File: src/rtl/lsu_pkg.sv
// lsu_pkg: shared types, constants and combinational helpers for the LSU
// memory stage.
//   lsu_size_e      - funct3 access-size encoding
//   lsu_ld_entry_t  - load tracking entry {rd, size, offset}
//   LSU_MASK_*      - byte-lane masks for byte/half/word stores
//   sext12, lsu_f3_defined, lsu_misaligned, lsu_wstrb, lsu_wdata,
//   lsu_ld_align    - address, strobe and load-data helpers
package lsu_pkg;

    typedef enum logic [2:0] {
        LSU_SZ_B  = 3'b000,
        LSU_SZ_H  = 3'b001,
        LSU_SZ_W  = 3'b010,
        LSU_SZ_BU = 3'b100,
        LSU_SZ_HU = 3'b101
    } lsu_size_e;

    // Register index width carried in a tracking entry; the top's REG_W
    // must match it.
    localparam int LSU_RD_W = 5;

    typedef struct packed {
        logic [LSU_RD_W-1:0] rd;
        lsu_size_e           size;
        logic [1:0]          offset;
    } lsu_ld_entry_t;

    localparam logic [3:0] LSU_MASK_B = 4'b0001;
    localparam logic [3:0] LSU_MASK_H = 4'b0011;
    localparam logic [3:0] LSU_MASK_W = 4'b1111;

    function automatic logic [31:0] sext12(input logic [11:0] imm);
        return {{20{imm[11]}}, imm};
    endfunction

    // Unsigned sizes exist only for loads; everything else undefined is a NOP.
    function automatic logic lsu_f3_defined(input logic is_load, input logic [2:0] f3);
        case (f3)
            3'b000, 3'b001, 3'b010: return 1'b1;
            3'b100, 3'b101:         return is_load;
            default:                return 1'b0;
        endcase
    endfunction

    function automatic logic lsu_misaligned(input logic [2:0] f3, input logic [1:0] off);
        case (f3[1:0])
            2'b01:   return off[0];
            2'b10:   return off != 2'b00;
            default: return 1'b0;
        endcase
    endfunction

    function automatic logic [3:0] lsu_wstrb(input logic [2:0] f3, input logic [1:0] off);
        logic [3:0] m;
        case (f3[1:0])
            2'b00:   m = LSU_MASK_B;
            2'b01:   m = LSU_MASK_H;
            default: m = LSU_MASK_W;
        endcase
        return m << off;
    endfunction

    function automatic logic [31:0] lsu_wdata(input logic [31:0] data, input logic [1:0] off);
        return data << {off, 3'b000};
    endfunction

    function automatic logic [31:0] lsu_ld_align(input logic [31:0] rdata,
                                                 input lsu_size_e size,
                                                 input logic [1:0] off);
        logic [31:0] sh;
        sh = rdata >> {off, 3'b000};
        case (size)
            LSU_SZ_B:  return {{24{sh[7]}}, sh[7:0]};
            LSU_SZ_BU: return {24'b0, sh[7:0]};
            LSU_SZ_H:  return {{16{sh[15]}}, sh[15:0]};
            LSU_SZ_HU: return {16'b0, sh[15:0]};
            default:   return sh;
        endcase
    endfunction

endpackage

File: src/rtl/lsu_ld_fifo.sv
// lsu_ld_fifo: DEPTH-entry in-order FIFO tracking outstanding loads.
//   clk, rst     - clock, async active-high reset (clears pointers/count)
//   push, din    - enqueue an entry (ignored when full)
//   pop, dout    - dequeue the head entry (ignored when empty); dout is head
//   count        - number of entries held
//   full, empty  - status flags derived from count
module lsu_ld_fifo #(
    parameter int  DEPTH   = 4,
    parameter type entry_t = logic [7:0]
) (
    input  logic                     clk,
    input  logic                     rst,
    input  logic                     push,
    input  entry_t                   din,
    input  logic                     pop,
    output entry_t                   dout,
    output logic [$clog2(DEPTH):0]   count,
    output logic                     full,
    output logic                     empty
);
    localparam int PTR_W = $clog2(DEPTH);

    entry_t           mem_q [DEPTH];
    logic [PTR_W-1:0] wr_ptr_q;
    logic [PTR_W-1:0] rd_ptr_q;
    logic [PTR_W:0]   count_q;
    logic             do_push;
    logic             do_pop;

    assign full    = (count_q == (PTR_W+1)'(DEPTH));
    assign empty   = (count_q == '0);
    assign count   = count_q;
    assign dout    = mem_q[rd_ptr_q];
    assign do_push = push && !full;
    assign do_pop  = pop && !empty;

    // Pointers wrap naturally because DEPTH is a power of two.
    always_ff @(posedge clk or posedge rst) begin
        if (rst) begin
            wr_ptr_q <= '0;
            rd_ptr_q <= '0;
            count_q  <= '0;
        end else begin
            if (do_push) wr_ptr_q <= wr_ptr_q + 1'b1;
            if (do_pop)  rd_ptr_q <= rd_ptr_q + 1'b1;
            case ({do_push, do_pop})
                2'b10:   count_q <= count_q + 1'b1;
                2'b01:   count_q <= count_q - 1'b1;
                default: count_q <= count_q;
            endcase
        end
    end

    always_ff @(posedge clk) begin
        if (do_push) mem_q[wr_ptr_q] <= din;
    end

endmodule

File: src/rtl/lsu_mem_ctrl.sv
// lsu_mem_ctrl: load/store memory stage for the VLIW LSU slot.
//   op_*         - decoded LSU op from issue (valid/ready)
//   mem_req_*    - word-aligned memory request (valid/ready), lane-shifted stores
//   mem_rsp_*    - in-order load data, one beat per load, none for stores
//   wb_*         - aligned/extended load writeback, one-cycle pulse
//   misalign_*   - misaligned-access exception pulse with the effective address
//   idle         - no request held and no load in flight
//   dbg_state    - request slot FSM state (0 idle, 1 hold)
//
// Handshakes: a transfer happens on a rising edge where valid && ready; while
// valid is high and ready low, the offering side keeps every field stable.
module lsu_mem_ctrl
    import lsu_pkg::*;
#(
    parameter int ADDR_W = 32,
    parameter int DEPTH  = 4,
    parameter int REG_W  = 5
) (
    input  logic              clk,
    input  logic              rst,
    input  logic              op_valid,
    output logic              op_ready,
    input  logic              op_is_load,
    input  logic              op_is_nop,
    input  logic [2:0]        op_funct3,
    input  logic [REG_W-1:0]  op_rd,
    input  logic [11:0]       op_imm,
    input  logic [31:0]       op_rs1_data,
    input  logic [31:0]       op_rs2_data,
    output logic              mem_req_valid,
    input  logic              mem_req_ready,
    output logic [ADDR_W-1:0] mem_req_addr,
    output logic              mem_req_we,
    output logic [31:0]       mem_req_wdata,
    output logic [3:0]        mem_req_wstrb,
    input  logic              mem_rsp_valid,
    input  logic [31:0]       mem_rsp_rdata,
    output logic              wb_valid,
    output logic [REG_W-1:0]  wb_rd,
    output logic [31:0]       wb_data,
    output logic              misalign_valid,
    output logic [ADDR_W-1:0] misalign_addr,
    output logic              idle,
    output logic [0:0]        dbg_state
);
    localparam logic [0:0] REQ_IDLE = 1'b0;
    localparam logic [0:0] REQ_HOLD = 1'b1;

    logic [0:0]        state_q, state_d;
    logic [ADDR_W-1:0] addr_q, addr_d;
    logic              we_q, we_d;
    logic [31:0]       wdata_q, wdata_d;
    logic [3:0]        wstrb_q, wstrb_d;
    logic              mis_valid_q, mis_valid_d;
    logic [ADDR_W-1:0] mis_addr_q, mis_addr_d;
    logic              wb_valid_q, wb_valid_d;
    logic [REG_W-1:0]  wb_rd_q, wb_rd_d;
    logic [31:0]       wb_data_q, wb_data_d;

    logic [31:0]          imm_ext;
    logic [ADDR_W-1:0]    ea;
    logic                 accept, is_nop, is_mis, do_mem, do_push;
    lsu_ld_entry_t        push_entry, head_entry;
    logic [$clog2(DEPTH):0] fifo_count;
    logic                 fifo_full, fifo_empty;

    assign imm_ext = sext12(op_imm);
    assign ea      = op_rs1_data[ADDR_W-1:0] + imm_ext[ADDR_W-1:0];

    // Undefined funct3 encodings collapse into NOPs.
    assign is_nop  = op_is_nop || !lsu_f3_defined(op_is_load, op_funct3);
    assign is_mis  = !is_nop && lsu_misaligned(op_funct3, ea[1:0]);
    assign accept  = op_valid && op_ready;
    assign do_mem  = accept && !is_nop && !is_mis;
    assign do_push = do_mem && op_is_load;

    // Full blocks every op class, stores included, using the registered count.
    assign op_ready = ((state_q == REQ_IDLE) || mem_req_ready) && !fifo_full;

    assign push_entry.rd     = LSU_RD_W'(op_rd);
    assign push_entry.size   = lsu_size_e'(op_funct3);
    assign push_entry.offset = ea[1:0];

    lsu_ld_fifo #(
        .DEPTH   (DEPTH),
        .entry_t (lsu_ld_entry_t)
    ) u_ld_fifo (
        .clk   (clk),
        .rst   (rst),
        .push  (do_push),
        .din   (push_entry),
        .pop   (mem_rsp_valid),
        .dout  (head_entry),
        .count (fifo_count),
        .full  (fifo_full),
        .empty (fifo_empty)
    );

    always_comb begin
        state_d     = state_q;
        addr_d      = addr_q;
        we_d        = we_q;
        wdata_d     = wdata_q;
        wstrb_d     = wstrb_q;
        mis_valid_d = accept && is_mis;
        mis_addr_d  = mis_addr_q;
        // A response with nothing in flight is dropped.
        wb_valid_d  = mem_rsp_valid && !fifo_empty;
        wb_rd_d     = wb_rd_q;
        wb_data_d   = wb_data_q;

        if ((state_q == REQ_HOLD) && mem_req_ready) state_d = REQ_IDLE;

        // A new op reloads the slot, also in the same cycle as a handshake.
        if (do_mem) begin
            state_d = REQ_HOLD;
            addr_d  = {ea[ADDR_W-1:2], 2'b00};
            we_d    = !op_is_load;
            wdata_d = op_is_load ? 32'h0 : lsu_wdata(op_rs2_data, ea[1:0]);
            wstrb_d = op_is_load ? 4'h0 : lsu_wstrb(op_funct3, ea[1:0]);
        end

        if (accept && is_mis) mis_addr_d = ea;

        if (wb_valid_d) begin
            wb_rd_d   = REG_W'(head_entry.rd);
            wb_data_d = lsu_ld_align(mem_rsp_rdata, head_entry.size, head_entry.offset);
        end
    end

    always_ff @(posedge clk or posedge rst) begin
        if (rst) begin
            state_q     <= REQ_IDLE;
            addr_q      <= '0;
            we_q        <= 1'b0;
            wdata_q     <= '0;
            wstrb_q     <= '0;
            mis_valid_q <= 1'b0;
            mis_addr_q  <= '0;
            wb_valid_q  <= 1'b0;
            wb_rd_q     <= '0;
            wb_data_q   <= '0;
        end else begin
            state_q     <= state_d;
            addr_q      <= addr_d;
            we_q        <= we_d;
            wdata_q     <= wdata_d;
            wstrb_q     <= wstrb_d;
            mis_valid_q <= mis_valid_d;
            mis_addr_q  <= mis_addr_d;
            wb_valid_q  <= wb_valid_d;
            wb_rd_q     <= wb_rd_d;
            wb_data_q   <= wb_data_d;
        end
    end

    assign mem_req_valid  = (state_q == REQ_HOLD);
    assign mem_req_addr   = addr_q;
    assign mem_req_we     = we_q;
    assign mem_req_wdata  = wdata_q;
    assign mem_req_wstrb  = wstrb_q;
    assign wb_valid       = wb_valid_q;
    assign wb_rd          = wb_rd_q;
    assign wb_data        = wb_data_q;
    assign misalign_valid = mis_valid_q;
    assign misalign_addr  = mis_addr_q;
    assign idle           = (state_q == REQ_IDLE) && (fifo_count == '0);
    assign dbg_state      = state_q;

endmodule
File: config.mk
export PLATFORM = sky130hd
export DESIGN_NAME = lsu_mem_ctrl
export DESIGN_NICKNAME = d
export VERILOG_FILES = /design/src/rtl/lsu_pkg.sv /design/src/rtl/lsu_ld_fifo.sv /design/src/rtl/lsu_mem_ctrl.sv
export SDC_FILE = /design/constraint.sdc
export NUM_CORES = 1
export LEC_CHECK = 0
export BUFFER_PORTS_ARGS = -buffer_cell sky130_fd_sc_hd__buf_2
export CELL_PAD_IN_SITES_DETAIL_PLACEMENT = 1
export CELL_PAD_IN_SITES_GLOBAL_PLACEMENT = 2
export CORE_MARGIN = 1.5
export CORE_UTILIZATION = 34
export CTS_BUF_LIST = sky130_fd_sc_hd__clkbuf_8
export DETAILED_ROUTE_END_ITERATION = 8
export PLACE_DENSITY = 0.86
export SLEW_MARGIN = 20
export SYNTH_ARGS = -nofsm -noshare
export SYNTH_HDL_FRONTEND = slang
export SYNTH_HIERARCHICAL = 1
export SYNTH_SLANG_ARGS = --single-unit
File: constraint.sdc
create_clock -name clk -period 5.85 [get_ports clk]
set_clock_uncertainty 0.15 [all_clocks]
set_input_delay 0.8775 -clock clk [delete_from_list [all_inputs] [get_ports clk]]
set_output_delay 0.8775 -clock clk [all_outputs]
set_load 0.005 [all_outputs]
==> results of run 1 <==
[worst min-delay path by stage]
stage | from | to | slack, ps | depth (start not counted)
after global placement | misalign_addr[4] | misalign_addr[4] | 310 | 2
after floorplan | wb_rd[0] | wb_rd[0] | 320 | 2
after CTS | rst | u_ld_fifo/count[0] | 200 | 2
after detailed placement | mem_req_addr[13] | mem_req_addr[13] | 310 | 2
final | rst | u_ld_fifo/rd_ptr_q[1] | 210 | 2
after global routing | rst | u_ld_fifo/count[0] | 200 | 2
[sequential cells by signal, indices dropped and copies added (netlist names)]
register and count:
u_ld_fifo/mem_q 40, mem_req_wdata 32, misalign_addr 32, wb_data 32
mem_req_addr 30, wb_rd 5, mem_req_wstrb 4, u_ld_fifo/count 3
u_ld_fifo/rd_ptr_q 2, u_ld_fifo/wr_ptr_q 2, dbg_state 1, mem_req_we 1
misalign_valid 1, wb_valid 1
[layout make-up]
type,count,area share [%]
flip-flops and latches,186,40.27
clock buffers,17,1.941
clock inverters,15,1.256
well taps,384,3.986
multi-input cells,718,40.42
inverters,18,0.6020
repair buffers,273,11.52
[per-stage QoR]
stage                     instance area [sq um]  util [%]  hold WS, ps  worst slack (ps)
after floorplan                           10060         -        319.8              1098
final                                     12050     41.66        213.5              1871
after detailed placement                  11670     40.33        308.0              1355
after global routing                      12050     41.66        195.9              1687
after global placement                    11670     40.33        305.8              1443
after CTS                                 12050     41.66        197.9              1861
[synthesized netlist by cell type (all sizes together), types with 11 or more instances]
master | number | area, sq um
nand2 | 162 | 610.6
dfrtp | 146 | 3654
nor2 | 72 | 275.3
o21ai | 71 | 370.4
a21oi | 69 | 352.8
edfxtp | 40 | 1201
ha | 39 | 488.0
clkbuf | 35 | 131.4
mux2 | 35 | 397.9
mux2i | 35 | 350.3
buf | 25 | 142.6
a21o | 24 | 180.2
xnor2 | 24 | 210.2
nor2b | 19 | 126.4
inv | 18 | 67.56
a22o | 17 | 148.9
nand3 | 14 | 70.07
nand4 | 13 | 81.33
and2 | 11 | 73.82
[cell families after synthesis]
group,after synthesis
AOI/OAI and AO/OA,241
other,1
and+or+nand+nor,322
muxes,80
xor gates and xnor gates,32
DFF,186
adders and majority gates,41
buffers and inverters,78
[layer usage]
layer	vias up	part of all wire, %	routed length, um	GRT usage, %
li1	3964	-	-	-
met1	4024	44	13510	26.00
met2	213	50	15410	35.83
met3	20	4.5	1374	3.634
met4	0	1.1	322	3.632
met5	-	0	0	0
[worst max-delay path, stage by stage]
cell	delay, ps
buf_2	100
ha_1	210
fa_1	490
buf_4	350
nand2_1	90
a21bo_2	250
and3_1	150
buf_4	260
and2_1	220
nor2b_4	150
inv_1	70
ha_1	170
inv_1	60
fa_1	370
xor2_1	150
nor2_1	110
xor2_1	160
[report_power, final]
| group | switching [mW] | internal (mW) | total, mW |
|---|---|---|---|
| Sequential | 0.298 | 1.75 | 2.05 |
| Clock | 0.540 | 0.320 | 0.861 |
| Combinational | 1.00 | 0.857 | 1.86 |
[cells in the final DEF (no fill, tap or decap), types with 34 or more instances in the layout]
cell type,netlist,layout
nand2_1,161,161
edfxtp_1,40,40
o21ai_0,53,53
ha_1,39,39
a21oi_1,67,67
mux2i_1,35,35
nor2_1,70,70
mux2_2,34,34
dfrtp_1,146,146
buf_2,12,264
==> key figures, run 1 <==
GRT
  • Initial antenna violation count: 0
  • First-pass GRT wire length: 48.39 mm
  • Pin count of the biggest net entering global routing: 54
  • Gr usage total: 20.24%
  • Vias in the first global route: 8649
  • GRT overflow: 0

Logic synthesis
  • Flops & latches, synth: 186
  • Adder-Cell Fraction of Synth Area: 5.249%
  • Register area share after synthesis: 48.26%
  • Fraction of registers with async set/reset: 78.49%
  • Area share of xor/xnor cells in the synthesized design: 2.786%
  • Synth Area in Simple Gates: 14.47%
  • Syn Std Cell Area: 0.01006 sq mm
  • Yosys warning count: 6
  • Yosys cell types: 78
  • Avg Cell Area, Syn: 10.25 sq um
  • Largest family of logic cells by synthesized area: compound AO/OA/AOI/OAI gates
  • Number of synthesized flops with an enable pin: 40
  • Multiplexer area fraction after synthesis: 9.677%
  • Mapped Cells: 981
  • Ys flop type: dfrtp_1
  • Synth Area in Compound Gates: 16.13%

Placement
  • Routability cong.: 0.8382
  • PortBufs: 264
  • Detailed placement HPWL: 23.38 mm
  • Placed Cells: 1579

Setup path
  • Reg2reg setup slack: 2250 ps
  • Setup crit end kind: register
  • Crit path to: u_ld_fifo/count[2]
  • Critical path origin: op_imm[0]
  • R2R depth: 8
  • Crit Path Max Fanout: 33
  • CP startpoint kind: input port
  • Kind of critical path: input port to register
  • Arrival time worst endpoint: 4230 ps
  • Critical path required time: 6100 ps
  • RR Endpoint: wb_data[22]
  • Reg-to-Reg Start: u_ld_fifo/rd_ptr_q[0]

Clock network
  • Clock latency on the worst-skew pair: 470 ps
  • Clock buffer depth: 2
  • Post-CTS sizing: 0
  • CTS tree: built
  • Clock slew at reported path FFs: 120 ps
  • Num CTS Buffers: 17
  • Clk Tree Root Cell: clkbuf_8
  • Post-CTS setup buffers: 0
  • H-tree lvl count: 4
  • Hold buffers post-CTS: 0
  • Clock sinks: 186

Timing
  • Post-route setup TNS: 0 ps
  • Pins Over Slew Limit: 0
  • Relative slew margins: 34.03%
  • Tcrit/Tclk final: 68.02%
  • Peak Freq: 251.3 MHz
  • Minimum clock period: 3979 ps
  • Worst-margin pin slew: 988.4 ps
  • RSZ-0062 raised after global routing: no
  • Endpoints failing setup: 0
  • Final hold violations: 0

Finish
  • Share of post-route cells with drive strength above 1: 30.89%
  • Fin cells: 1611
  • P&R area growth vs syn: 19.83%
  • Fill cells: 3348
  • NumNets Final: 1378
  • Multi-input gate area: 0.004872 sq mm
  • # diodes: 0
  • Seq. cell area: 0.004855 sq mm

Pwr
  • Lkg Pwr: 5.748 nW
  • Maximum vdd drop: 0.1522 mV
  • Total power: 4.770 mW
  • Pwr/cell area: 395.7 mW/mm^2

Routing
  • First-pass iteration count of the detailed router: 4
  • Final ANT Viol Nets: 0
  • Iteration-0 DRC count of the detailed router: 478
  • Via count: 8221
  • Total wire length: 30.62 mm
  • Routed WL per cell: 19.01 um
  • Residual DRC: 0
  • Number of vias per cell: 5.103

Floorplan
  • Die width: 175.0 um
  • Die H: 175.0 um
  • Core box area: 0.02894 sq mm
  • I/O Pins: 267
  • Cell Rows: 62
  • Starting density of the core: 34.77%
  • Die ar.: 0.03063 sq mm

Job
  • Max_cap viols: 0

Worst hold path
  • Hold WC Path Type: input port to asynchronous set/reset pin

Run status
  • Outcome: complete, no violations
No activity file was read; power rests on OpenSTA's default activity.
==> inputs of run 2 (changes only) <==
--- a/config.mk
+++ b/config.mk
@@ -9,10 +9,10 @@
 export CELL_PAD_IN_SITES_DETAIL_PLACEMENT = 1
 export CELL_PAD_IN_SITES_GLOBAL_PLACEMENT = 2
 export CORE_MARGIN = 1.5
-export CORE_UTILIZATION = 34
+export CORE_UTILIZATION = 30
 export CTS_BUF_LIST = sky130_fd_sc_hd__clkbuf_8
 export DETAILED_ROUTE_END_ITERATION = 8
-export PLACE_DENSITY = 0.86
+export PLACE_DENSITY = 0.81
 export SLEW_MARGIN = 20
 export SYNTH_ARGS = -nofsm -noshare
 export SYNTH_HDL_FRONTEND = slang
==> constraint.sdc (replaced) <==
create_clock -name clk -period 3.2 [get_ports clk]
set_clock_uncertainty 0.15 [all_clocks]
set_input_delay 0.48 -clock clk [delete_from_list [all_inputs] [get_ports clk]]
set_output_delay 0.48 -clock clk [all_outputs]
set_load 0.005 [all_outputs]
==> run 2 against run 1 <==
  * Hold slack worse by 170 ps
  * Via count grew 1.6%
  * Combinational power is 95% higher
  * Setup slack got worse by 1500 ps
  * Final cell count rose by 5.8%
  * Clock power up 94%
  * Cell area grew 3.5%
  * Sequential power up 79%
  * Non-clock buffer count grew 34
  * Clock-buffer cell count did not move
==> key figures, run 2 (same netlist as run 1, synthesis figures left out) <==
Run status
  • Outcome: complete, no violations

Floorplan
  • Die H: 186.1 um (+6.3%)
  • Core box area: 0.03278 sq mm (+13%)
  • Starting density of the core: 30.68% (-4.1 points)
  • Die ar.: 0.03464 sq mm (+13%)
  • Die width: 186.1 um (+6.3%)
  • I/O Pins: 267 (unchanged)
  • Cell Rows: 66 (+6.5%)

Timing
  • Post-route setup TNS: 0 ps (unchanged)
  • Endpoints failing setup: 0 (unchanged)
  • Tcrit/Tclk final: 87.69%
  • Minimum clock period: 2806 ps
  • Final hold violations: 0 (unchanged)
  • Peak Freq: 356.4 MHz
  • Pins Over Slew Limit: 0 (unchanged)
  • Worst-margin pin slew: 1034 ps (+45.52 ps)
  • Relative slew margins: 30.99% (-3.0 points)
  • RSZ-0062 raised after global routing: no

Setup path
  • Critical path required time: 3430 ps (-2670 ps)
  • Reg-to-Reg Start: u_ld_fifo/count[2]
  • R2R depth: 12 (+4)
  • CP startpoint kind: register
  • Setup crit end kind: register
  • Arrival time worst endpoint: 3030 ps (-1200 ps)
  • Crit-path cells: nor3b_4 -> nor4b_2 -> and3_4 -> and2_1 -> nor2b_4 -> inv_1 -> ha_2 -> inv_2 -> fa_2 -> xor2_1 -> nor2_1 -> xor2_1
  • Kind of critical path: register to register
  • Crit-path max cell delay: 550 ps (+60 ps)
  • RR Endpoint: u_ld_fifo/count[2]
  • Most used cell, CP: xor2_1
  • Reg2reg setup slack: 390 ps (-1860 ps)
  • Crit Path Max Fanout: 5 (-85%)
  • Slowest-stage cell, CP: nor4b_2

Routing
  • Routed WL per cell: 18.73 um (-1.4%)
  • First-pass iteration count of the detailed router: 4 (unchanged)
  • Final ANT Viol Nets: 0 (unchanged)
  • Total wire length: 31.94 mm (+4.3%)
  • Via count: 8356 (+1.6%)
  • Residual DRC: 0 (unchanged)
  • Number of vias per cell: 4.901 (-4.0%)
  • Iteration-0 DRC count of the detailed router: 248 (-48%)

Worst hold path
  • Worst Hold Launch: op_rd[2]
  • Worst Hold End: u_ld_fifo/mem_q[0][7]
  • Hold Path Depth: 1
  • Hold WC Path Type: input port to register

Job
  • Max_cap viols: 0 (unchanged)

GRT
  • Gr usage total: 18.76% (-1.5 points)
  • Pin count of the biggest net entering global routing: 140 (+160%)
  • First-pass GRT wire length: 49.29 mm (+1.9%)
  • GRT overflow: 0 (unchanged)
  • Vias in the first global route: 8748 (+1.1%)
  • Initial antenna violation count: 1 (+1)

Finish
  • Most frequent cells in the layout: buf_2, nand2_1, dfrtp_1
  • NumNets Final: 1412 (+2.5%)
  • Share of post-route cells with drive strength above 1: 33.15% (+2.3 points)
  • Max reg flops: 40 (unchanged)
  • Fin cells: 1705 (+5.8%)
  • Fill cells: 3849 (+15%)
  • Commonest non-fill, non-tap cell in the layout: buf_2
  • Design area: 0.01248 sq mm (+3.5%)
  • Most flop-heavy register: u_ld_fifo/mem_q
  • P&R area growth vs syn: 24.06%

Clock network
  • Post-CTS sizing: 0 (unchanged)
  • Clk Tree Root Cell: clkbuf_8
  • Num CTS Buffers: 17 (unchanged)
  • Clock buffer depth: 2 (unchanged)
  • Clock slew at reported path FFs: 110 ps (about the same)
  • H-tree lvl count: 4 (unchanged)
  • CTS tree: built
  • Clock latency on the worst-skew pair: 500 ps (+30 ps)
  • Clock sinks: 186 (unchanged)

Placement
  • Detailed placement HPWL: 24.51 mm (+4.8%)
  • Placement Cell Area: 0.01203 sq mm (+3.1%)
  • Routability cong.: 0.8213 (-2.0%)
  • Placed Cells: 1669 (+5.7%)
  • PortBufs: 264 (unchanged)

Pwr
  • Pwr/cell area: 717.6 mW/mm^2 (+81%)
  • Lkg Pwr: 5.931 nW (+3.2%)
  • Total power: 8.955 mW (+88%)
  • Maximum vdd drop: 0.3922 mV (+160%)
==> run 2: cell types whose count changed in the layout (fill, tap and decap cells not counted), sizes merged <==
cell,previous run,this run
clkinv,4,8
diode,0,2
inv,29,24
buf,273,305
dlygate4sd3,0,2
clkinvlp,0,1
==> run 2: per-layer routing <==
metal	track usage, %	part of all wire (%)
met5	0	0
met1	22.90	43
met2	32.85	50
met3	5.107	5.8
met4	4.258	1.0
==> run 2: worst max path at each step <==
| stage | startpoint | endpoint | slack, ps | depth (start not counted) |
|---|---|---|---|---|
| 2_1_floorplan | op_imm[0] | u_ld_fifo/count[2] | -60 | 15 |
| 3_3_place_gp | op_imm[0] | u_ld_fifo/count[2] | -50 | 15 |
| 3_5_place_dp | op_imm[0] | u_ld_fifo/count[2] | -110 | 15 |
| 4_1_cts | u_ld_fifo/count[2] | u_ld_fifo/count[2] | 350 | 12 |
| 5_1_grt | u_ld_fifo/count[2] | u_ld_fifo/count[2] | 220 | 12 |
| 6_report | u_ld_fifo/count[2] | u_ld_fifo/count[2] | 390 | 12 |
==> run 2: what timing repair did <==
action | CTS | global route
hold endpoints to repair | 8 | 0
hold buffers | 2 | 0
buffers inserted | 0 | 0
==> run 2: cell type report <==
type | instances | area, sq um | share of cell area (%)
clock buffer | 17 | 234.0 | 1.875
inverter | 18 | 71.32 | 0.5715
clock inverter | 15 | 192.7 | 1.544
tap | 442 | 553.0 | 4.432
multi-input combinational | 718 | 4895 | 39.22
antenna | 2 | 5.005 | 0.04010
timing repair buffer | 307 | 1674 | 13.41
sequential | 186 | 4855 | 38.90
==> run 2: report_power, final <==
part	internal [mW]	leakage [nW]	switching (mW)	total, mW
Sequential	3.20	2.20	0.464	3.67
Combinational	1.67	3.52	1.95	3.62
Clock	0.612	0.212	1.05	1.67
==> run 2: through the flow <==
stage | utilization, % | hold WS, ps | worst slack (ps)
finish | 38.07 | 46.55 | 393.8
global route | 38.05 | 20.71 | 222.5
CTS | 38.05 | 0.6772 | 352.4
detailed placement | 36.69 | 307.1 | -105.0
global placement | 36.69 | 305.7 | -48.77
floorplan | - | 133.4 | -62.51
==> run 2: worst max-delay path, delay by kind of cell (launching register included) <==
kind          cells  cell delay [ps]
simple gates      6             1370
flops             1              440
fa+ha+maj         2              360
xor+xnor          2              270
buf+inv           2              110
